**config.mk**
```make
export PLATFORM = sky130hd
export DESIGN_NAME = instr_fetch
export DESIGN_NICKNAME = d
export VERILOG_FILES = /design/src/rtl/instr_fetch_pkg.sv /design/src/rtl/instr_fetch_fifo.sv /design/src/rtl/instr_fetch.sv
export SDC_FILE = /design/constraint.sdc
export NUM_CORES = 1
export LEC_CHECK = 0
export CELL_PAD_IN_SITES_DETAIL_PLACEMENT = 0
export CELL_PAD_IN_SITES_GLOBAL_PLACEMENT = 1
export CORE_ASPECT_RATIO = 1.4
export CORE_UTILIZATION = 42
export CTS_CLUSTER_SIZE = 16
export DETAILED_ROUTE_END_ITERATION = 8
export PLACE_DENSITY_LB_ADDON = 0.1
export SLEW_MARGIN = 20
export SYNTH_ARGS = -nofsm -noshare
export SYNTH_HDL_FRONTEND = slang
export SYNTH_SLANG_ARGS = --single-unit
```
**constraint.sdc**
```tcl
create_clock -name clk -period 5.8 [get_ports clk]
set_clock_uncertainty 0.1 [all_clocks]
set_input_delay 1.16 -clock clk [delete_from_list [all_inputs] [get_ports clk]]
set_output_delay 1.16 -clock clk [all_outputs]
set_load 0.03 [all_outputs]
```
**src/rtl/instr_fetch_pkg.sv**
```systemverilog
// Shared ISA definitions for the instruction-fetch front end.
// Holds the control-flow opcodes (also used by the decoder), the fetch FSM
// state encoding and small field-extraction helpers.
// Instruction fields: opcode [31:25], cond [24:21], BR pointer register [24:22],
// branch word offset [15:0]. Flag order everywhere is {N,Z,C,V} = bits [3:0],
// so cond bit k tests flag bit k.
package instr_fetch_pkg;

    localparam logic [6:0] OP_B     = 7'b1100000;
    localparam logic [6:0] OP_BCOND = 7'b1100001;
    localparam logic [6:0] OP_BR    = 7'b1100010;
    localparam logic [6:0] OP_HALT  = 7'b1101000;

    typedef enum logic [1:0] {
        ST_FETCH    = 2'd0,
        ST_WAIT_MEM = 2'd1,
        ST_RESOLVE  = 2'd2,
        ST_HALTED   = 2'd3
    } fetch_state_e;

    function automatic logic [6:0] opcode_of(input logic [31:0] instr);
        return instr[31:25];
    endfunction

    function automatic logic [2:0] br_reg_of(input logic [31:0] instr);
        return instr[24:22];
    endfunction

    // A condition of 0000 selects no flag and therefore never fires.
    function automatic logic cond_taken(input logic [31:0] instr, input logic [3:0] flags);
        return |(instr[24:21] & flags);
    endfunction

endpackage

```
**src/rtl/instr_fetch_fifo.sv**
```systemverilog
// Two-entry registered FIFO carrying {instruction, pc} to the decoder.
// Ports:
//   clk, rst          clock, synchronous active-high reset (flushes contents)
//   push_i            write request; accepted only when push_ready_o
//   push_data_i       entry to write
//   push_ready_o      fewer than two entries held
//   pop_valid_o       head entry valid
//   pop_data_o        head entry
//   pop_ready_i       consumer takes head when pop_valid_o & pop_ready_i
// Handshake: a transfer happens on a rising edge where valid and ready are both
// high; valid does not depend on ready. Pop while empty is a no-op.
module instr_fetch_fifo #(
    parameter int W = 64
) (
    input  logic         clk,
    input  logic         rst,
    input  logic         push_i,
    input  logic [W-1:0] push_data_i,
    output logic         push_ready_o,
    output logic         pop_valid_o,
    output logic [W-1:0] pop_data_o,
    input  logic         pop_ready_i
);

    logic [W-1:0] mem_q [2];
    logic         wr_ptr_q;
    logic         rd_ptr_q;
    logic [1:0]   count_q;
    logic         do_push;
    logic         do_pop;

    assign push_ready_o = (count_q != 2'd2);
    assign pop_valid_o  = (count_q != 2'd0);
    assign pop_data_o   = mem_q[rd_ptr_q];
    assign do_push      = push_i && push_ready_o;
    assign do_pop       = pop_ready_i && pop_valid_o;

    always_ff @(posedge clk) begin
        if (rst) begin
            wr_ptr_q <= 1'b0;
            rd_ptr_q <= 1'b0;
            count_q  <= 2'd0;
        end else begin
            if (do_push) wr_ptr_q <= ~wr_ptr_q;
            if (do_pop)  rd_ptr_q <= ~rd_ptr_q;
            count_q <= count_q + {1'b0, do_push} - {1'b0, do_pop};
        end
    end

    // Storage needs no reset: count_q gates visibility of every entry.
    always_ff @(posedge clk) begin
        if (do_push) mem_q[wr_ptr_q] <= push_data_i;
    end

endmodule

```
**src/rtl/instr_fetch.sv**
```systemverilog
// Instruction-fetch front end: owns the PC, issues one word read at a time to
// instruction memory, resolves B/Bcond/BR/HALT locally and hands every other
// instruction with its PC to the decoder through a 2-entry queue.
// Ports:
//   clk, rst                 clock, synchronous active-high reset
//   imem_req/imem_addr       read request held until imem_ack; address = pc
//   imem_ack/imem_rdata      read completion and fetched word
//   instr_out/instr_pc       queue head instruction and its byte address
//   instr_valid/instr_ready  queue head handshake (pop when both high)
//   br_reg_addr/br_reg_data  register read for BR target (combinational data)
//   flags                    {N,Z,C,V} from execute
//   exec_idle                nothing in flight downstream of the decoder
//   halted                   HALT retired; fetch stopped until rst
//   dbg_state                current fetch FSM state
// Handshakes: imem_req rises and stays high with a stable address until the
// cycle imem_ack is sampled high; imem_ack in any other state is ignored.
module instr_fetch
    import instr_fetch_pkg::*;
#(
    parameter int               ADDR_W   = 32,
    parameter logic [ADDR_W-1:0] PC_RESET = '0
) (
    input  logic              clk,
    input  logic              rst,
    output logic              imem_req,
    output logic [ADDR_W-1:0] imem_addr,
    input  logic              imem_ack,
    input  logic [31:0]       imem_rdata,
    output logic [31:0]       instr_out,
    output logic [ADDR_W-1:0] instr_pc,
    output logic              instr_valid,
    input  logic              instr_ready,
    output logic [2:0]        br_reg_addr,
    input  logic [31:0]       br_reg_data,
    input  logic [3:0]        flags,
    input  logic              exec_idle,
    output logic              halted,
    output logic [1:0]        dbg_state
);

    fetch_state_e      state_q, state_d;
    logic [ADDR_W-1:0] pc_q, pc_d;
    logic [31:0]       instr_q, instr_d;

    logic                 fifo_push;
    logic                 fifo_push_ready;
    logic [ADDR_W+31:0]   fifo_head;

    logic [31:0]       off_src;
    logic [ADDR_W-1:0] br_ofs;
    logic [ADDR_W-1:0] br_target;
    logic [ADDR_W-1:0] pc_plus4;
    logic              unused_bits;

    // One shared target adder: the offset comes from the word being acked
    // (B) or from the latched instruction while resolving (Bcond).
    assign off_src   = (state_q == ST_RESOLVE) ? instr_q : imem_rdata;
    assign br_ofs    = {{(ADDR_W-18){off_src[15]}}, off_src[15:0], 2'b00};
    assign br_target = pc_q + br_ofs;
    assign pc_plus4  = pc_q + ADDR_W'(4);

    assign imem_req  = (state_q == ST_WAIT_MEM);
    assign imem_addr = pc_q;
    assign dbg_state = state_q;
    assign instr_out = fifo_head[ADDR_W+31:ADDR_W];
    assign instr_pc  = fifo_head[ADDR_W-1:0];

    assign unused_bits = ^{br_reg_data[1:0], instr_q[20:16]};

    always_ff @(posedge clk) begin
        if (rst) begin
            state_q <= ST_FETCH;
            pc_q    <= PC_RESET;
            instr_q <= 32'd0;
        end else begin
            state_q <= state_d;
            pc_q    <= pc_d;
            instr_q <= instr_d;
        end
    end

    always_comb begin
        state_d     = state_q;
        pc_d        = pc_q;
        instr_d     = instr_q;
        fifo_push   = 1'b0;
        br_reg_addr = 3'd0;
        halted      = 1'b0;
        case (state_q)
            ST_FETCH: begin
                if (fifo_push_ready) state_d = ST_WAIT_MEM;
            end
            ST_WAIT_MEM: begin
                // A request is only issued with a free slot, and the queue can
                // only drain while waiting, so the push below always fits.
                if (imem_ack) begin
                    case (opcode_of(imem_rdata))
                        OP_B: begin
                            pc_d    = br_target;
                            state_d = ST_FETCH;
                        end
                        OP_BCOND, OP_BR: begin
                            instr_d = imem_rdata;
                            state_d = ST_RESOLVE;
                        end
                        OP_HALT: begin
                            state_d = ST_HALTED;
                        end
                        default: begin
                            fifo_push = 1'b1;
                            pc_d      = pc_plus4;
                            state_d   = ST_FETCH;
                        end
                    endcase
                end
            end
            ST_RESOLVE: begin
                br_reg_addr = br_reg_of(instr_q);
                // Flags and the BR register are only trustworthy once every
                // older instruction has left the queue and retired.
                if (!instr_valid && exec_idle) begin
                    state_d = ST_FETCH;
                    if (opcode_of(instr_q) == OP_BR)
                        pc_d = {br_reg_data[ADDR_W-1:2], 2'b00};
                    else if (cond_taken(instr_q, flags))
                        pc_d = br_target;
                    else
                        pc_d = pc_plus4;
                end
            end
            ST_HALTED: begin
                halted = 1'b1;
            end
            default: state_d = ST_FETCH;
        endcase
    end

    instr_fetch_fifo #(.W(ADDR_W + 32)) u_fifo (
        .clk          (clk),
        .rst          (rst),
        .push_i       (fifo_push),
        .push_data_i  ({imem_rdata, pc_q}),
        .push_ready_o (fifo_push_ready),
        .pop_valid_o  (instr_valid),
        .pop_data_o   (fifo_head),
        .pop_ready_i  (instr_ready)
    );

endmodule

```
==> results of run 1 <==
layout by cell type, fill, tap and decap left out, drive strengths merged, types with 6 or more instances in the layout:
cell	count
xor2	22
a211o	6
buf	18
a21oi	83
o22ai	9
and4	7
a21o	21
edfxtp	124
clkbuf	17
and2	7
o21ai	37
nor3	26
mux2	78
nand4	15
clkinv	6
inv	24
and3	12
nand3	18
nor2	95
clkdlybuf4s50	169
ha	38
a211oi	22
mux2i	7
dfxtp	64
nand2	118
xnor2	31
o211ai	15
a31oi	9
path summary, 6_finish.rpt:
check | endpoint | startpoint | cells past startpoint
setup / recovery | imem_addr[31]$_SDFFE_PP0P_ | imem_rdata[15] | 12
hold / removal | instr_q[3]$_SDFFE_PP0P_ | instr_q[3]$_SDFFE_PP0P_ | 2
hold reg to reg | instr_q[3]$_SDFFE_PP0P_ | instr_q[3]$_SDFFE_PP0P_ | 2
setup reg to reg | imem_addr[31]$_SDFFE_PP0P_ | dbg_state[1]$_SDFFE_PP0P_ | 12
per-layer routing:
| layer | global-route usage | part of all wire | up-vias |
|---|---|---|---|
| met2 | 0.444 | 0.51 | 307 |
| li1 | - | - | 4158 |
| met3 | 0.0389 | 0.051 | 70 |
| met4 | 0.138 | 0.048 | 0 |
| met1 | 0.281 | 0.39 | 4164 |
| met5 | 0 | 0 | - |
cell families after synthesis:
family	Yosys count
other	1
adders and majority gates	39
buffers and inverters	74
muxes	85
AOI/OAI and AO/OA	254
and+or+nand+nor	340
xor gates and xnor gates	53
DFF	188
flip-flops by register name (all words and copies together) (netlist names), named ones only:
register,count
dbg_state,2
imem_addr,30
instr_q,27
u_fifo.count_q,2
u_fifo.mem_q,124
u_fifo.rd_ptr_q,1
u_fifo.wr_ptr_q,1
power groups by stage:
stage          Combinational, uW  Clock (uW)  Sequential [uW]
2_1_floorplan                876           0             1650
3_3_place_gp                1360           0             1700
3_5_place_dp                1360           0             1710
4_1_cts                     1360        1270             1680
5_1_grt                     1440        1310             1690
6_report                    1350        1240             1670
final cells by class:
class,instances,area share
clock buffer,17,0.0321
clock inverter,15,0.0151
inverter,18,0.00510
multi-input combinational,775,0.401
sequential,188,0.378
tap,315,0.0298
timing repair buffer,187,0.139
worst max-delay path, stage by stage:
cell	delay [ns]
clkdlybuf4s50_1	0.51
mux2i_1	0.47
inv_1	0.42
ha_1	0.49
a21oi_1	0.30
o21ai_0	0.18
nor3_1	0.19
nand3_1	0.21
a311oi_2	0.49
and3_1	0.22
o211ai_1	0.10
a311oi_1	0.29
through the flow:
step | utilization | instance area [um2] | hold WS (ns) | setup slack, ns | total power, uW
after detailed placement | 0.511 | 12600 | 0.344 | 0.631 | 3060
after CTS | 0.536 | 13200 | 0.354 | 1.10 | 4310
after global routing | 0.536 | 13200 | 0.379 | 0.814 | 4440
after floorplan | - | 10600 | 0.333 | 0.982 | 2530
final | 0.536 | 13200 | 0.352 | 1.02 | 4270
after global placement | 0.511 | 12600 | 0.337 | 0.655 | 3060
==> results.sh, run 1 <==
export IMPL_synth_xor_area_frac=0.0446
export IMPL_wl_per_cell_um=21.1
export IMPL_n_antenna_cell=0
export IMPL_pwr_share_comb=0.317
export IMPL_fin_nets=1299
export IMPL_cts_resized=0
export IMPL_pwr_share_clk=0.291
export IMPL_seq_area_frac_synth=0.474
export IMPL_yosysMostFrequentCell="edfxtp_1"
export IMPL_grt_pass1_wl_um=47800
export IMPL_area_growth_pct=25.3
export IMPL_synth_top_area_frac=0.352
export IMPL_synth_top_family_by_area="compound AO/OA/AOI/OAI gates"
export IMPL_crit_arrival_ns=5.04
export IMPL_p_int_uw=2840
export IMPL_clock_sinks=188
export IMPL_drv_slew=0
export IMPL_setup_tns_ns=0
export IMPL_yosys_area_share_simple=0.155
export IMPL_crit_type="input port to register"
export IMPL_ant_nets=0
export IMPL_synthDistinctLibCells=78
export IMPL_syn_area_um2=10600
export IMPL_ir_worst_vdd_mv=0.221
export IMPL_yosys_warnings=0
export IMPL_die_h_um=190
export IMPL_ys_ff_latch=188
export IMPL_grt_setup_unrepaired="false"
export IMPL_drt_wl_total_um=32000
export IMPL_overflow=0
export IMPL_io_buffers=170
export IMPL_cellPowerDensity_nw_per_um2=322
export IMPL_core_um2=24700
export IMPL_ioPinCount=177
export IMPL_swShare=0.335
export IMPL_routed_via_density=5.74
export IMPL_cts_made_buffers=17
export IMPL_synth_area_leaders="edfxtp_1 (35%), dfxtp_1 (12%), mux2_2 (8.3%)"
export IMPL_r2r_slack_ns=1.52
export IMPL_dieArea_um2=25800
export IMPL_final_cell_count_no_fill=1515
export IMPL_status="finished, final reports clean"
export IMPL_multi_input_area_um2=5300
export IMPL_place_hpwl_um=23300
export IMPL_finalHoldViolations=0
export IMPL_vias=8699
export IMPL_cts_hold_buf=0
export IMPL_synthTopCellsByCount="edfxtp_1 (124), nand2_1 (117), nor2_1 (93)"
export IMPL_fillers=2242
export IMPL_syn_area_per_cell_um2=10.2
export IMPL_die_w_um=136
export IMPL_async_flop_share=0
export IMPL_first_iter_violations=479
export IMPL_finalSetupViolCount=0
export IMPL_fmax_mhz=209
export IMPL_period_needed_ns=4.78
export IMPL_grtUsageTotal=0.250
export IMPL_worstMarginPinSlew_ns=0.943
export IMPL_synth_top_cell_by_area="edfxtp_1"
export IMPL_cts_tree="done"
export IMPL_p_sw_uw=1430
export IMPL_synthAdderAreaFrac=0.0469
export IMPL_start_util=0.428
export IMPL_start_kind="input port"
export IMPL_critPathCaptureType="register"
export IMPL_firstDrtPassIters=5
export IMPL_power_share_sequential=0.392
export IMPL_htreeDepth=4
export IMPL_seq_area_um2=5010
export IMPL_synth_cells=1034
export IMPL_placementRows=68
export IMPL_synth_edff_count=124
export IMPL_total_leakage_power_uw=0.00475
export IMPL_hold_class="register to register"
export IMPL_clk_latency_ns=0.44
export IMPL_synth_area_mux_share=0.0897
export IMPL_gp_congestion=0.890
export IMPL_post_cts_buffers=0
export IMPL_cts_root_buf="clkbuf_16"
export IMPL_drive_gt1_frac=0.128
export IMPL_clock_path_buffers=2
export IMPL_fin_crit_sh=0.824
export IMPL_ys_flop_type="edfxtp_1"
export IMPL_dp_cells=1483
export IMPL_clkTransAtPathRegs_ns=0.08
export IMPL_max_cap_violations=0
export IMPL_synth_compound_area_frac=0.161
export IMPL_relSlewSlack=0.366
export IMPL_remaining_drc_errors=0
export IMPL_antenna_found_initial=0
export IMPL_crit_fanout=11
export IMPL_grt_pass1_vias=8365
export IMPL_grt_max_degree=63
export IMPL_critical_path_required_ns=6.06
(Power assumes the default switching activity.)
==> inputs of run 2 (changes only) <==
--- a/config.mk
+++ b/config.mk
@@ -8,7 +8,7 @@
 export CELL_PAD_IN_SITES_DETAIL_PLACEMENT = 0
 export CELL_PAD_IN_SITES_GLOBAL_PLACEMENT = 1
 export CORE_ASPECT_RATIO = 1.4
-export CORE_UTILIZATION = 42
+export CORE_UTILIZATION = 38
 export CTS_CLUSTER_SIZE = 16
 export DETAILED_ROUTE_END_ITERATION = 8
 export PLACE_DENSITY_LB_ADDON = 0.1
==> constraint.sdc (replaced) <==
create_clock -name clk -period 3.9 [get_ports clk]
set_clock_uncertainty 0.1 [all_clocks]
set_input_delay 0.78 -clock clk [delete_from_list [all_inputs] [get_ports clk]]
set_output_delay 0.78 -clock clk [all_outputs]
set_load 0.03 [all_outputs]
==> run 2 against run 1 <==
Critical path type is now register to register. First-iteration DRC count increased by 12%. Via count increased by 5.7%. Sequential share of layout area decreased by 2.8 points. Non-clock buffer count up 132. Register-to-register slack got worse by 1.2 ns. Highest routed layer unchanged. Core utilization fell by 0.95 points.
==> results.sh, run 2 (synthesis results as in run 1) <==
export IMPL_finalSetupViolCount=0
export IMPL_placementRows=71
export IMPL_final_cell_mix="clkdlybuf4s50_1 (169), buf_4 (145), edfxtp_1 (124), nand2_1 (117), nor2_1 (91)"
export IMPL_vias=9193
export IMPL_ant_nets=0
export IMPL_drv_slew=0
export IMPL_dieArea_um2=28500
export IMPL_crit_path_start="dbg_state[0]$_SDFFE_PP0P_"
export IMPL_cts_root_buf="clkbuf_16"
export IMPL_setup_ws_ns=0.294
export IMPL_clock_path_buffers=2
export IMPL_dp_cells=1665
export IMPL_cts_tree="done"
export IMPL_antenna_found_initial=0
export IMPL_grt_pass1_vias=8990
export IMPL_post_cts_buffers=0
export IMPL_critical_path_required_ns=4.15
export IMPL_crit_arrival_ns=3.86
export IMPL_cts_made_buffers=17
export IMPL_relSlewSlack=0.339
export IMPL_firstDrtPassIters=6
export IMPL_gp_congestion=0.901
export IMPL_largest_register_ffs=124
export IMPL_start_kind="register"
export IMPL_critPathCaptureType="register"
export IMPL_crit_path_top_delay_cell="mux2_2"
export IMPL_area_growth_pct=35.1
export IMPL_io_buffers=170
export IMPL_grt_max_degree=38
export IMPL_grt_setup_unrepaired="false"
export IMPL_crit_fanout=10
export IMPL_grtUsageTotal=0.245
export IMPL_final_cell_count_no_fill=1697
export IMPL_routed_via_density=5.42
export IMPL_fin_util=0.527
export IMPL_grt_pass1_wl_um=51100
export IMPL_drive_gt1_frac=0.215
export IMPL_critPathTopFamily="compound AO/OA/AOI/OAI gates"
export IMPL_cts_resized=0
export IMPL_ioPinCount=177
export IMPL_setup_tns_ns=0
export IMPL_finish_instance_area_um2=14300
export IMPL_dp_slack_ns=-0.124
export IMPL_clkTransAtPathRegs_ns=0.08
export IMPL_hold_class="register to register"
export IMPL_max_cap_violations=0
export IMPL_min_from="instr_q[5]$_SDFFE_PP0P_"
export IMPL_ir_worst_vdd_mv=0.360
export IMPL_cp_common_cell="buf_4"
export IMPL_critical_path_max_stage_delay_ns=0.39
export IMPL_finalHoldViolations=0
export IMPL_fmax_mhz=277
export IMPL_placed_area_um2=13700
export IMPL_crit_type="register to register"
export IMPL_largest_register="u_fifo.mem_q"
export IMPL_overflow=0
export IMPL_clock_sinks=188
export IMPL_total_leakage_power_uw=0.00539
export IMPL_start_util=0.390
export IMPL_die_w_um=143
export IMPL_cts_hold_buf=0
export IMPL_remaining_drc_errors=0
export IMPL_wl_per_cell_um=20.3
export IMPL_cp_num_buf_inv=5
export IMPL_r2r_start="dbg_state[0]$_SDFFE_PP0P_"
export IMPL_n_antenna_cell=0
export IMPL_drt_wl_total_um=34400
export IMPL_clk_latency_ns=0.44
export IMPL_fin_nets=1431
export IMPL_fin_crit_sh=0.925
export IMPL_status="finished, final reports clean"
export IMPL_worstMarginPinSlew_ns=0.984
export IMPL_place_hpwl_um=26300
export IMPL_crit_chain="inv_1 > ha_4 > buf_4 > mux2_2 > ha_1 > a21oi_1 > buf_4 > o211a_1 > o22ai_1 > a311oi_2 > buf_4 > buf_4 > nor4_1 > o211ai_1 > a311oi_1"
export IMPL_die_h_um=199
export IMPL_layout_commonest_cell="clkdlybuf4s50_1"
export IMPL_period_needed_ns=3.61
export IMPL_core_um2=27100
export IMPL_htreeDepth=4
export IMPL_first_iter_violations=538
export IMPL_cellPowerDensity_nw_per_um2=447
-- run 2: cell count changes in the layout (fill, tap and decap cells not counted), sizes merged --
cell,change
bufinv,-3
buf,+132
clkbuf,+1
inv,+1
clkinvlp,+2
clkinv,-1
-- run 2: final cells by class --
cell class / count / area, um2
Inverter: 18 / 67.6
Timing Repair Buffer: 319 / 2870
Tap cell: 365 / 457
Clock buffer: 18 / 429
Sequential cell: 188 / 5010
Clock inverter: 14 / 124
Multi-Input combinational cell: 775 / 5330
Fill cell: 2473 / 12800
-- run 2: routing by layer --
layer  vias to the layer above  wire [um]  GRT usage
met4                         0       1710      0.135
met3                        74       1800     0.0424
li1                       4425          -          -
met5                         -          0          0
met1                      4399      13200      0.267
met2                       295      17700      0.446
-- run 2: worst paths after layout --
check	endpoint	depth (start not counted)	slack [ns]
min	instr_q[5]$_SDFFE_PP0P_	2	0.35
max	imem_addr[31]$_SDFFE_PP0P_	15	0.29
max reg2reg	imem_addr[31]$_SDFFE_PP0P_	15	0.29
min reg2reg	instr_q[5]$_SDFFE_PP0P_	2	0.35
-- run 2: per-stage QoR --
step                      power, uW  hold WS, ns
after CTS                      6440        0.356
after detailed placement       4760        0.347
after global placement         4760        0.339
after floorplan                3760        0.333
after global routing           6660        0.370
final                          6380        0.354
-- run 2: power breakdown --
part	internal [uW]	total [uW]	switching [uW]
registers	2290	2430	132
clock network	840	1680	836
logic	1050	2280	1230
total	4180	6380	2200
-- run 2: worst register-to-register path, delay by kind of cell, from the launching register on --
| family | cells | cell delay [ns] |
|---|---|---|
| AO/OA/AOI/OAI | 6 | 1.15 |
| buffers and inverters | 5 | 0.76 |
| adder cells (fa/ha/maj) | 2 | 0.57 |
| multiplexers | 1 | 0.39 |
| flip-flops | 1 | 0.32 |
| AND/OR/NAND/NOR | 1 | 0.23 |
==> inputs of run 3 (changes only) <==
--- a/config.mk
+++ b/config.mk
@@ -8,6 +8,7 @@
 export CELL_PAD_IN_SITES_DETAIL_PLACEMENT = 0
 export CELL_PAD_IN_SITES_GLOBAL_PLACEMENT = 1
 export CORE_ASPECT_RATIO = 1.4
+export CORE_MARGIN = 8
 export CORE_UTILIZATION = 38
 export CTS_CLUSTER_SIZE = 16
 export DETAILED_ROUTE_END_ITERATION = 8
==> run 3 against run 2 <==
Cell count up 0.24%. Core utilization down 0.53 points. Clock-buffer cell count down 1. Critical path depth down 1. Final area up 0.39%. Routed wire length up 2.4%. Critical path type unchanged. Via count up 0.55%. Die area up 18%. Critical endpoint is now imem_addr[30]$_SDFFE_PP0P_. Clock power up 5%. Combinational power about the same.
==> results.sh, run 3 (synthesis results as in run 1) <==
export IMPL_status="finished, final reports clean"
export IMPL_ant_nets=0
export IMPL_post_cts_buffers=0
export IMPL_place_hpwl_um=27300
export IMPL_grtUsageTotal=0.210
export IMPL_cts_hold_buf=0
export IMPL_whs_ns=0.354
export IMPL_relSlewSlack=0.390
export IMPL_cts_made_buffers=17
export IMPL_drive_gt1_frac=0.215
export IMPL_r2r_start="dbg_state[0]$_SDFFE_PP0P_"
export IMPL_wl_per_cell_um=20.7
export IMPL_htreeDepth=4
export IMPL_max_cap_violations=0
export IMPL_min_from="instr_q[3]$_SDFFE_PP0P_"
export IMPL_fin_crit_sh=0.943
export IMPL_firstDrtPassIters=5
export IMPL_final_cell_mix="clkdlybuf4s50_1 (169), buf_4 (142), edfxtp_1 (124), nand2_1 (117), nor2_1 (91)"
export IMPL_n_antenna_cell=0
export IMPL_critical_path_required_ns=4.13
export IMPL_rr_worst_depth=14
export IMPL_cts_resized=0
export IMPL_worstMarginPinSlew_ns=0.911
export IMPL_ioPinCount=177
export IMPL_overflow=0
export IMPL_clk_latency_ns=0.44
export IMPL_start_kind="register"
export IMPL_start_util=0.385
export IMPL_largest_register_ffs=124
export IMPL_die_h_um=213
export IMPL_placementRows=72
export IMPL_largest_register="u_fifo.mem_q"
export IMPL_drv_slew=0
export IMPL_vias=9244
export IMPL_finalHoldViolations=0
export IMPL_min_to="instr_q[3]$_SDFFE_PP0P_"
export IMPL_clock_path_buffers=2
export IMPL_routed_via_density=5.43
export IMPL_fin_nets=1430
export IMPL_grt_pass1_vias=9295
export IMPL_busiest_layer="met2"
export IMPL_timing_rr_end="imem_addr[30]$_SDFFE_PP0P_"
export IMPL_fin_util=0.522
export IMPL_final_cell_count_no_fill=1701
export IMPL_grtUsageMet2=0.379
export IMPL_core_um2=27500
export IMPL_use_met3=0.0363
export IMPL_clkTransAtPathRegs_ns=0.08
export IMPL_cellPowerDensity_nw_per_um2=452
export IMPL_crit_arrival_ns=3.91
export IMPL_crit_path_start="dbg_state[0]$_SDFFE_PP0P_"
export IMPL_grt_setup_unrepaired="false"
export IMPL_use_met1=0.228
export IMPL_layout_commonest_cell="clkdlybuf4s50_1"
export IMPL_cts_tree="done"
export IMPL_grt_max_degree=37
export IMPL_total_leakage_power_uw=0.00541
export IMPL_critPathCaptureType="register"
export IMPL_crit_fanout=10
export IMPL_antenna_found_initial=0
export IMPL_worstHoldPathCells=2
export IMPL_dp_slack_ns=-0.0860
export IMPL_clock_sinks=188
export IMPL_dp_cells=1669
export IMPL_gp_congestion=0.917
export IMPL_setup_ws_ns=0.223
export IMPL_dieArea_um2=33500
export IMPL_r2r_slack_ns=0.22
export IMPL_fmax_mhz=272
export IMPL_remaining_drc_errors=0
export IMPL_ir_worst_vdd_mv=0.310
export IMPL_grt_pass1_wl_um=52800
export IMPL_drt_wl_total_um=35200
export IMPL_io_buffers=170
export IMPL_first_iter_violations=551
export IMPL_period_needed_ns=3.68
export IMPL_finalSetupViolCount=0
export IMPL_cts_root_buf="clkbuf_16"
export IMPL_area_growth_pct=35.7
export IMPL_hold_class="register to register"
export IMPL_crit_type="register to register"
export IMPL_die_w_um=157
==> run 3: cell types whose count changed in the layout (fill, tap and decap cells not counted), sizes merged <==
| cell | previous run | this run |
|---|---|---|
| inv | 25 | 27 |
| clkbuf | 18 | 17 |
| clkinvlp | 2 | 0 |
| buf | 150 | 149 |
| bufinv | 0 | 1 |
==> run 3: worst max-delay path by stage <==
stage	end	slack [ns]	depth (start not counted)
5_1_grt	imem_addr[28]$_SDFFE_PP0P_	0.04	15
2_1_floorplan	imem_addr[31]$_SDFFE_PP0P_	0.008	15
6_report	imem_addr[30]$_SDFFE_PP0P_	0.22	14
3_5_place_dp	imem_addr[28]$_SDFFE_PP0P_	-0.09	15
4_1_cts	imem_addr[30]$_SDFFE_PP0P_	0.22	14
3_3_place_gp	imem_addr[31]$_SDFFE_PP0P_	-0.05	15
==> run 3: where the power goes <==
group          internal (uW)  total, uW  switching [uW]  leakage, uW
Clock                    918       1770             847     0.000296
Combinational           1050       2310            1260      0.00344
Sequential              2290       2410             115      0.00168
Total                   4260       6480            2220      0.00541
==> run 3: area by class of cell <==
| class | count | area (um2) |
|---|---|---|
| sequential | 188 | 5010 |
| clock inverter | 15 | 170 |
| multi-input combinational | 775 | 5320 |
| fill | 2531 | 13100 |
| timing repair buffer | 318 | 2880 |
| clock buffer | 17 | 425 |
| tap | 370 | 463 |
| inverter | 18 | 67.6 |
==> run 3: critical path: stages (launching register included) <==
cell and delay, ns:
dfxtp_1 0.32, inv_1 0.08, ha_2 0.38, buf_4 0.22
mux2_2 0.35, ha_1 0.33, buf_4 0.17, o21a_1 0.09
o211ai_1 0.21, a211o_1 0.18, nand2_1 0.12, a211o_1 0.35
a311oi_1 0.40, nand3b_1 0.13, o211a_1 0.14
==> run 3: through the flow <==
step                total power, uW  instance area (um2)  setup TNS [ns]
floorplan                      3760                10600               0
finish                         6480                14300               0
global route                   6760                14300               0
global placement               4770                13700          -0.145
CTS                            6560                14300               0
detailed placement             4780                13700          -0.293
==> run 3: layer usage <==
metal,up-vias,share of wire
li1,4420,-
met4,0,0.043
met5,-,0
met2,304,0.51
met3,59,0.056
met1,4461,0.39
